### config.mk
export PLATFORM = sky130hd
export DESIGN_NAME = fifo_n
export DESIGN_NICKNAME = d
export VERILOG_FILES = /design/src/rtl/fifo_pkg.sv /design/src/rtl/fifo_ptr_ctr.sv /design/src/rtl/fifo_n.sv
export SDC_FILE = /design/constraint.sdc
export NUM_CORES = 1
export LEC_CHECK = 0
export ABC_CLOCK_PERIOD_IN_PS = 2330
export CAP_MARGIN = 20
export CELL_PAD_IN_SITES_DETAIL_PLACEMENT = 0
export CELL_PAD_IN_SITES_GLOBAL_PLACEMENT = 2
export CORE_UTILIZATION = 29
export DETAILED_ROUTE_END_ITERATION = 16
export HOLD_SLACK_MARGIN = 0.03
export PLACE_DENSITY_LB_ADDON = 0.1
export SKIP_CTS_REPAIR_TIMING = 1
export SKIP_LAST_GASP = 1
export SYNTH_ARGS = -nofsm -noshare
export SYNTH_HDL_FRONTEND = slang
export SYNTH_HIERARCHICAL = 1
export SYNTH_SLANG_ARGS = --single-unit
export TNS_END_PERCENT = 50
### constraint.sdc
create_clock -name clk -period 2.33 [get_ports clk]
set_input_delay 0.3495 -clock clk [delete_from_list [all_inputs] [get_ports clk]]
set_output_delay 0.3495 -clock clk [all_outputs]
set_load 0.03 [all_outputs]
### src/rtl/fifo_pkg.sv
// Shared sizing helpers and pointer arithmetic for the multi-entry FIFO.
package fifo_pkg;

    function automatic int clog2(input int n);
        int r;
        r = 0;
        while ((1 << r) < n) r++;
        return r;
    endfunction

    // Occupancy runs 0..depth inclusive, so it needs one more code than a pointer.
    function automatic int countWidth(input int depth);
        return clog2(depth + 1);
    endfunction

    function automatic int ptrWidth(input int depth);
        return (depth > 1) ? clog2(depth) : 1;
    endfunction

    // Wrap explicitly at depth-1 so non-power-of-two depths work.
    function automatic int advancePtr(input int ptr, input int depth);
        return (ptr == depth - 1) ? 0 : ptr + 1;
    endfunction

endpackage

### src/rtl/fifo_ptr_ctr.sv
// Wrapping storage pointer with synchronous reset/flush and an advance enable.
module fifo_ptr_ctr
    import fifo_pkg::*;
#(
    parameter int DEPTH = 4,
    parameter int PW    = ptrWidth(DEPTH)
) (
    input  logic          clk,
    input  logic          rst_n,
    input  logic          clear,
    input  logic          adv,
    output logic [PW-1:0] ptr
);

    logic [PW-1:0] ptrReg;

    always_ff @(posedge clk) begin
        if (!rst_n || clear) begin
            ptrReg <= '0;
        end else if (adv) begin
            ptrReg <= PW'(advancePtr(int'(ptrReg), DEPTH));
        end
    end

    assign ptr = ptrReg;

endmodule

### src/rtl/fifo_n.sv
// Parametrised synchronous FIFO with occupancy count, almost flags and flush.
module fifo_n
    import fifo_pkg::*;
#(
    parameter int  WIDTH    = 1,
    parameter int  DEPTH    = 4,
    parameter int  AF_LEVEL = DEPTH - 1,
    parameter int  AE_LEVEL = 1,
    localparam int CW       = countWidth(DEPTH)
) (
    input  logic             clk,
    input  logic             rst_n,
    input  logic             clear,
    output logic             enq_rdy,
    input  logic             enq_en,
    input  logic [WIDTH-1:0] enq_val,
    output logic             deq_rdy,
    input  logic             deq_en,
    output logic [WIDTH-1:0] deq_val,
    output logic [CW-1:0]    count,
    output logic             almost_full,
    output logic             almost_empty
);

    localparam int PW = ptrWidth(DEPTH);

    logic [WIDTH-1:0] mem [DEPTH];
    logic [PW-1:0]    headPtr;
    logic [PW-1:0]    tailPtr;
    logic [CW-1:0]    countReg;
    logic [CW-1:0]    countNext;
    logic             full;
    logic             empty;
    logic             doEnq;
    logic             doDeq;

    assign full  = (countReg == CW'(DEPTH));
    assign empty = (countReg == '0);

    // Ready gating makes full/empty concurrency fall out naturally: no bypass, no pass-through.
    assign doEnq = enq_en && !full;
    assign doDeq = deq_en && !empty;

    fifo_ptr_ctr #(.DEPTH(DEPTH), .PW(PW)) u_headCtr (
        .clk  (clk),
        .rst_n(rst_n),
        .clear(clear),
        .adv  (doDeq),
        .ptr  (headPtr)
    );

    fifo_ptr_ctr #(.DEPTH(DEPTH), .PW(PW)) u_tailCtr (
        .clk  (clk),
        .rst_n(rst_n),
        .clear(clear),
        .adv  (doEnq),
        .ptr  (tailPtr)
    );

    // Storage is deliberately not reset; count and pointers define validity.
    always_ff @(posedge clk) begin
        if (doEnq && rst_n && !clear) begin
            mem[tailPtr] <= enq_val;
        end
    end

    always_comb begin
        countNext = countReg;
        if (doEnq && !doDeq) begin
            countNext = countReg + CW'(1);
        end else if (doDeq && !doEnq) begin
            countNext = countReg - CW'(1);
        end
    end

    always_ff @(posedge clk) begin
        if (!rst_n || clear) begin
            countReg <= '0;
        end else begin
            countReg <= countNext;
        end
    end

    assign enq_rdy      = !full;
    assign deq_rdy      = !empty;
    assign deq_val      = empty ? '0 : mem[headPtr];
    assign count        = countReg;
    assign almost_full  = (int'(countReg) >= AF_LEVEL);
    assign almost_empty = (int'(countReg) <= AE_LEVEL);

endmodule

* Word-level counts from Yosys, hierarchy flattened
Memory sizes are Yosys's and may differ from the RTL's. A register that Yosys moved wholly into a read port is not among the register bits. Index checks and enable logic that the tools add are counted. W data, S select, Z words.
Operators by class: magnitude comparators 2, eq/ne operators 3, $add $sub $neg 4, muxes and demuxes 9, reduce and logical (&&, ||, !) cells 15
Operators with widths (number):
- $mux W2 | 4
- $logic_and A1 B1 Y1 | 6
- $logic_not A1 Y1 | 6
- $mux W3 | 2
- $add A2 B1 Y2 const B | 2
- $eq A2 B1 Y1 const B | 2
- $add A3 B1 Y3 const B | 1
- $eq A3 B3 Y1 const B | 1
- $ge A3 B2 Y1 const B | 1
- $le A3 B1 Y1 const B | 1
- $logic_not A3 Y1 | 1
- $mux W1 | 3
- $sub A3 B1 Y3 const B | 1
- $reduce_bool A2 Y1 | 1
- $logic_or A1 B1 Y1 | 1
Storage, ports and cells: input bits 6, memories 1, bits in registers 7, word-level logic and storage cells 37, output and inout port bits 8, memory bits (writable) 4
Memories:
- mem | words 4, bits a word 1, read ports 1, clocked after Yosys merged registers in 1, write ports 1, line fifo_n.sv:27 | logic [WIDTH-1:0] mem [DEPTH];

* Longest topological paths before layout
word-level depth 7, gate-level depth with buffers 8, mapped depth without buffers 8

* By module
The synthesis kept the hierarchy.
By module, submodules not included:
- fifo_n | cells an instance 45, area each 451.7 um^2, sequential area each 180.2 um^2, instances 1
- fifo_ptr_ctr | cells an instance 9, area each 96.3 um^2, sequential area each 40.0 um^2, instances 2

* Worst setup path before layout
No wires, ideal clock.
path type reg2reg, start point register countReg[0] (netlist: count[0]), end point register countReg[2] (netlist: count[2]), path slack 0.074 ns, path buffers 0, period minus slack after synthesis 2.256 ns, data arrival time 2.186 ns, stages on the path, launching flop included 9, cells stage by stage dfxtp_1 > inv_1 > ha_1 > nand2_1 > and2_1 > ha_1 > nor4b_1 > nor2_1 > a21oi_1
Between the ends: longest elaborated chain between the ends 6, elaborated cells on any way between the ends 15, classes of those cells add/sub: 2; eq/ne: 1; mux: 2; reduce/logical: 10
RTL lines:
- start, declared | line fifo_n.sv:30 | logic [CW-1:0] countReg;
- start signal, assigned | line fifo_n.sv:80 | countReg <= countNext;
- $eq A3 B3 Y1 * | line fifo_n.sv:37 | assign full = (countReg == CW'(DEPTH));
- $logic_not A1 Y1 *
- via enq_rdy | line fifo_n.sv:14 | output logic enq_rdy,
- $logic_and A1 B1 Y1 * | line fifo_n.sv:41 | assign doEnq = enq_en && !full;
- via doEnq | line fifo_n.sv:34 | logic doEnq;
- $logic_not A1 Y1 | line fifo_n.sv:71 | end else if (doDeq && !doEnq) begin
- $logic_and A1 B1 Y1 | line fifo_n.sv:71
- $reduce_bool A2 Y1 (no source line)
The timed path passes the listed nets; every way through them passes the cells marked *. The select of a mux whose other input is x is not followed. A chain may end at the register's enable or synchronous reset.

* Final worst setup path
start point register countReg[0] (netlist: count[0]), end point output deq_rdy
Between the ends: longest elaborated chain between the ends 2
RTL lines:
- $logic_not A3 Y1 | line fifo_n.sv:38 | assign empty = (countReg == '0);
- $logic_not A1 Y1 | line fifo_n.sv:85 | assign deq_rdy = !empty;
- end, declared | line fifo_n.sv:17 | output logic deq_rdy,
Every way passes these cells.

==> run metrics <==
std cell rows=16; Comb pwr share=0.337; CP startpoint=count[0]$_SDFFE_PP0P_; antenna cell count=0; FF+latch area=260 um^2; Top delay family on crit path=buffers and inverters; initial detailed-routing violation count=6; Clock Tree Root=clkbuf_4; DRC Markers=0; Worst Hold Class=reg2reg; synthesis-stage register bit count=11; Overall Power=526 uW; DR vias/cell=4.53; first-pass GRT wire length=around 1.9 mm; Slew Viols, Final=0; Worst path slowest cell=clkdlybuf4s50_1; Clk pwr share=0.250; top cells by area, synth=dfxtp_1 22%, edfxtp_1 19%, ha_1 16%; core area=0.00202 mm^2; MaxCap Viol Count=0; fin crit period=2.18 ns; post-route ant nets=0; Setup Skew=0.00311 ns; post-synth top area share=0.217; layout cell share with drive strength beyond 1=0.0750; initial antenna violation count=0; total track usage=0.103; EDFF count, synth=4; worst reg2reg path endpoint=count[2]$_SDFFE_PP0P_; Mapped Cells=63; die height=~50 um; Initial Utilization=0.319; fin worst setup slack=0.154 ns; yosys warns=6; Mean Syn Cell Area=10.2 um^2; CP Capture Type=primary output; layout net count=95; IO buf count=13; leakage=0.332 nW; Total Wirelength=~1.1 mm; maximum ir drop on the vdd rail=between 0.0002 and 0.0003 V; Worst path max stage delay=0.68 ns; CTS Buf Count=3; reg2reg start=count[0]$_SDFFE_PP0P_; Yosys top cell by area=dfxtp_1; worst slew pin tran=between 0.3 and 0.4 ns; Rel. slew slack=0.791; Vias=485; syn_nets=77; crit-path cells=inv_1 -> ha_1 -> nand2_1 -> clkdlybuf4s50_1; WP data arrival=around 1.8 ns; switching pwr=about 170 uW; CP startpoint kind=flop; area of the multi-input gates=373 um^2; die area=0.00241 mm^2; Buf+Inv Stages, Crit Path=2; pin count of the biggest net entering global routing=8; final hold vios=0; Seq pwr share=0.413; clk sink count=11; Congestion Overflow GR=0; area delta synth->final=29.9%; CTS tree=done; register area share after synthesis=0.404; WS Path Type=reg2out; FF-to-FF path depth=8; Place WS=roughly 0.32 ns; Setup violations, final=0; vias in the first global route=~440; critical path depth=4; RSZ-0062 raised after global routing=no; Worst setup endpoint=deq_rdy; Syn Std Cell Area=between 600 and 700 um^2; worst reg-to-reg setup slack=about 0.32 ns; Clk Latency, worst-skew pair=0.26 ns; Setup Total Neg Slack=0 ns; clock tree buffer depth=2; Required @ worst endpoint=a little under 2 ns; top cells by instance count after synthesis=8 x ha_1, 8 x nor2_1, 7 x dfxtp_1; Clk pin slew, worst setup/hold paths=about 0.070 ns; Cell Pwr Density=629 mW/mm^2; CTS H-tree depth=1; die width=49.1 um; status=complete, no violations; f_max=459 MHz; DP Wirelength=841 um; Final Cycle Share=0.934; wire per inst=~10 um; post-synth cell types=22; Most used DFF post-synth=dfxtp_1; number of fill cells=roughly 210; # IOs=14; Sw Share=0.327; Post-synth ARST share=0; internal power=approximately 350 uW; CP Max Fanout=5; drt pass-1 iters=4; routability cong.=just over 0.7
metal layers:
layer,global-route usage,up-vias,wire [um]
li1,-,255,-
met1,0.144,218,600
met2,0.139,10,432
met3,0.0280,2,43
met4,0.0588,0,9
met5,0,-,0
layout by cell type, fill, tap and decap left out, types with 3 or more instances in the layout:
cell             count
and2_1               3
clkbuf_4             3
clkdlybuf4s50_1     12
dfxtp_1              7
edfxtp_1             4
ha_1                 8
inv_1                3
mux2i_1              3
nand2_1              3
nand2b_1             5
nor2_1               8
nor3b_1              3
how the worst min path moves through the flow:
stage | from | to | slack, ns | cells past startpoint
finish | u_headCtr/ptr[0]$_SDFFE_PP0P_ | u_headCtr/ptr[0]$_SDFFE_PP0P_ | 0.54 | 2
CTS | u_headCtr/ptr[0]$_SDFFE_PP0P_ | u_headCtr/ptr[0]$_SDFFE_PP0P_ | 0.54 | 2
global route | u_headCtr/ptr[1]$_SDFFE_PP0P_ | u_headCtr/ptr[1]$_SDFFE_PP0P_ | 0.58 | 2
detailed placement | u_headCtr/ptr[0]$_SDFFE_PP0P_ | u_headCtr/ptr[0]$_SDFFE_PP0P_ | 0.53 | 2
global placement | u_headCtr/ptr[0]$_SDFFE_PP0P_ | u_headCtr/ptr[0]$_SDFFE_PP0P_ | 0.52 | 2
floorplan | enq_val | mem[0]$_DFFE_PP_ | 0.45 | 0
registers in the layout (all words and copies together), names as in the netlist:
| name | flops |
|---|---|
| mem | 4 |
| count | 3 |
| u_headCtr/ptr | 2 |
| u_tailCtr/ptr | 2 |
through the flow:
stage	util	cell area [um^2]	hold WS, ns	instances
finish	0.414	837	0.544	107
global route	0.414	837	0.581	107
CTS	0.413	835	0.544	107
detailed placement	0.400	808	0.530	103
global placement	0.400	808	0.524	103
floorplan	-	644	0.448	63
tightest hold or removal path, delay by kind of cell (launching register included):
| kind | cells | cell delay [ns] |
|---|---|---|
| compound gates | 1 | 0.05 |
| flops | 1 | 0.35 |
| simple gates | 1 | 0.10 |
power groups by stage:
stage | sequential, mW | combinational, mW | clock (mW)
final | 0.217 | 0.177 | 0.132
after global routing | 0.219 | 0.195 | 0.145
after CTS | 0.218 | 0.179 | 0.137
after detailed placement | 0.222 | 0.178 | 0
after global placement | 0.222 | 0.182 | 0
after floorplan | 0.230 | 0.108 | 0
area by class of cell:
| cell class | count | area share |
|---|---|---|
| clock buffers | 4 | 0.0314 |
| inverters | 3 | 0.0135 |
| multi-input cells | 49 | 0.445 |
| flip-flops and latches | 11 | 0.311 |
| well taps | 27 | 0.0404 |
| repair buffers | 13 | 0.158 |
cell families after synthesis:
kind of cell,Yosys count,share of synthesized area
buf+inv,3,0.0175
fa+ha+maj,8,0.155
simple gates,29,0.256
compound gates,6,0.0583
flops,11,0.404
mux,4,0.0816
xor+xnor,2,0.0272
Power figures use the tool's default switching activity.
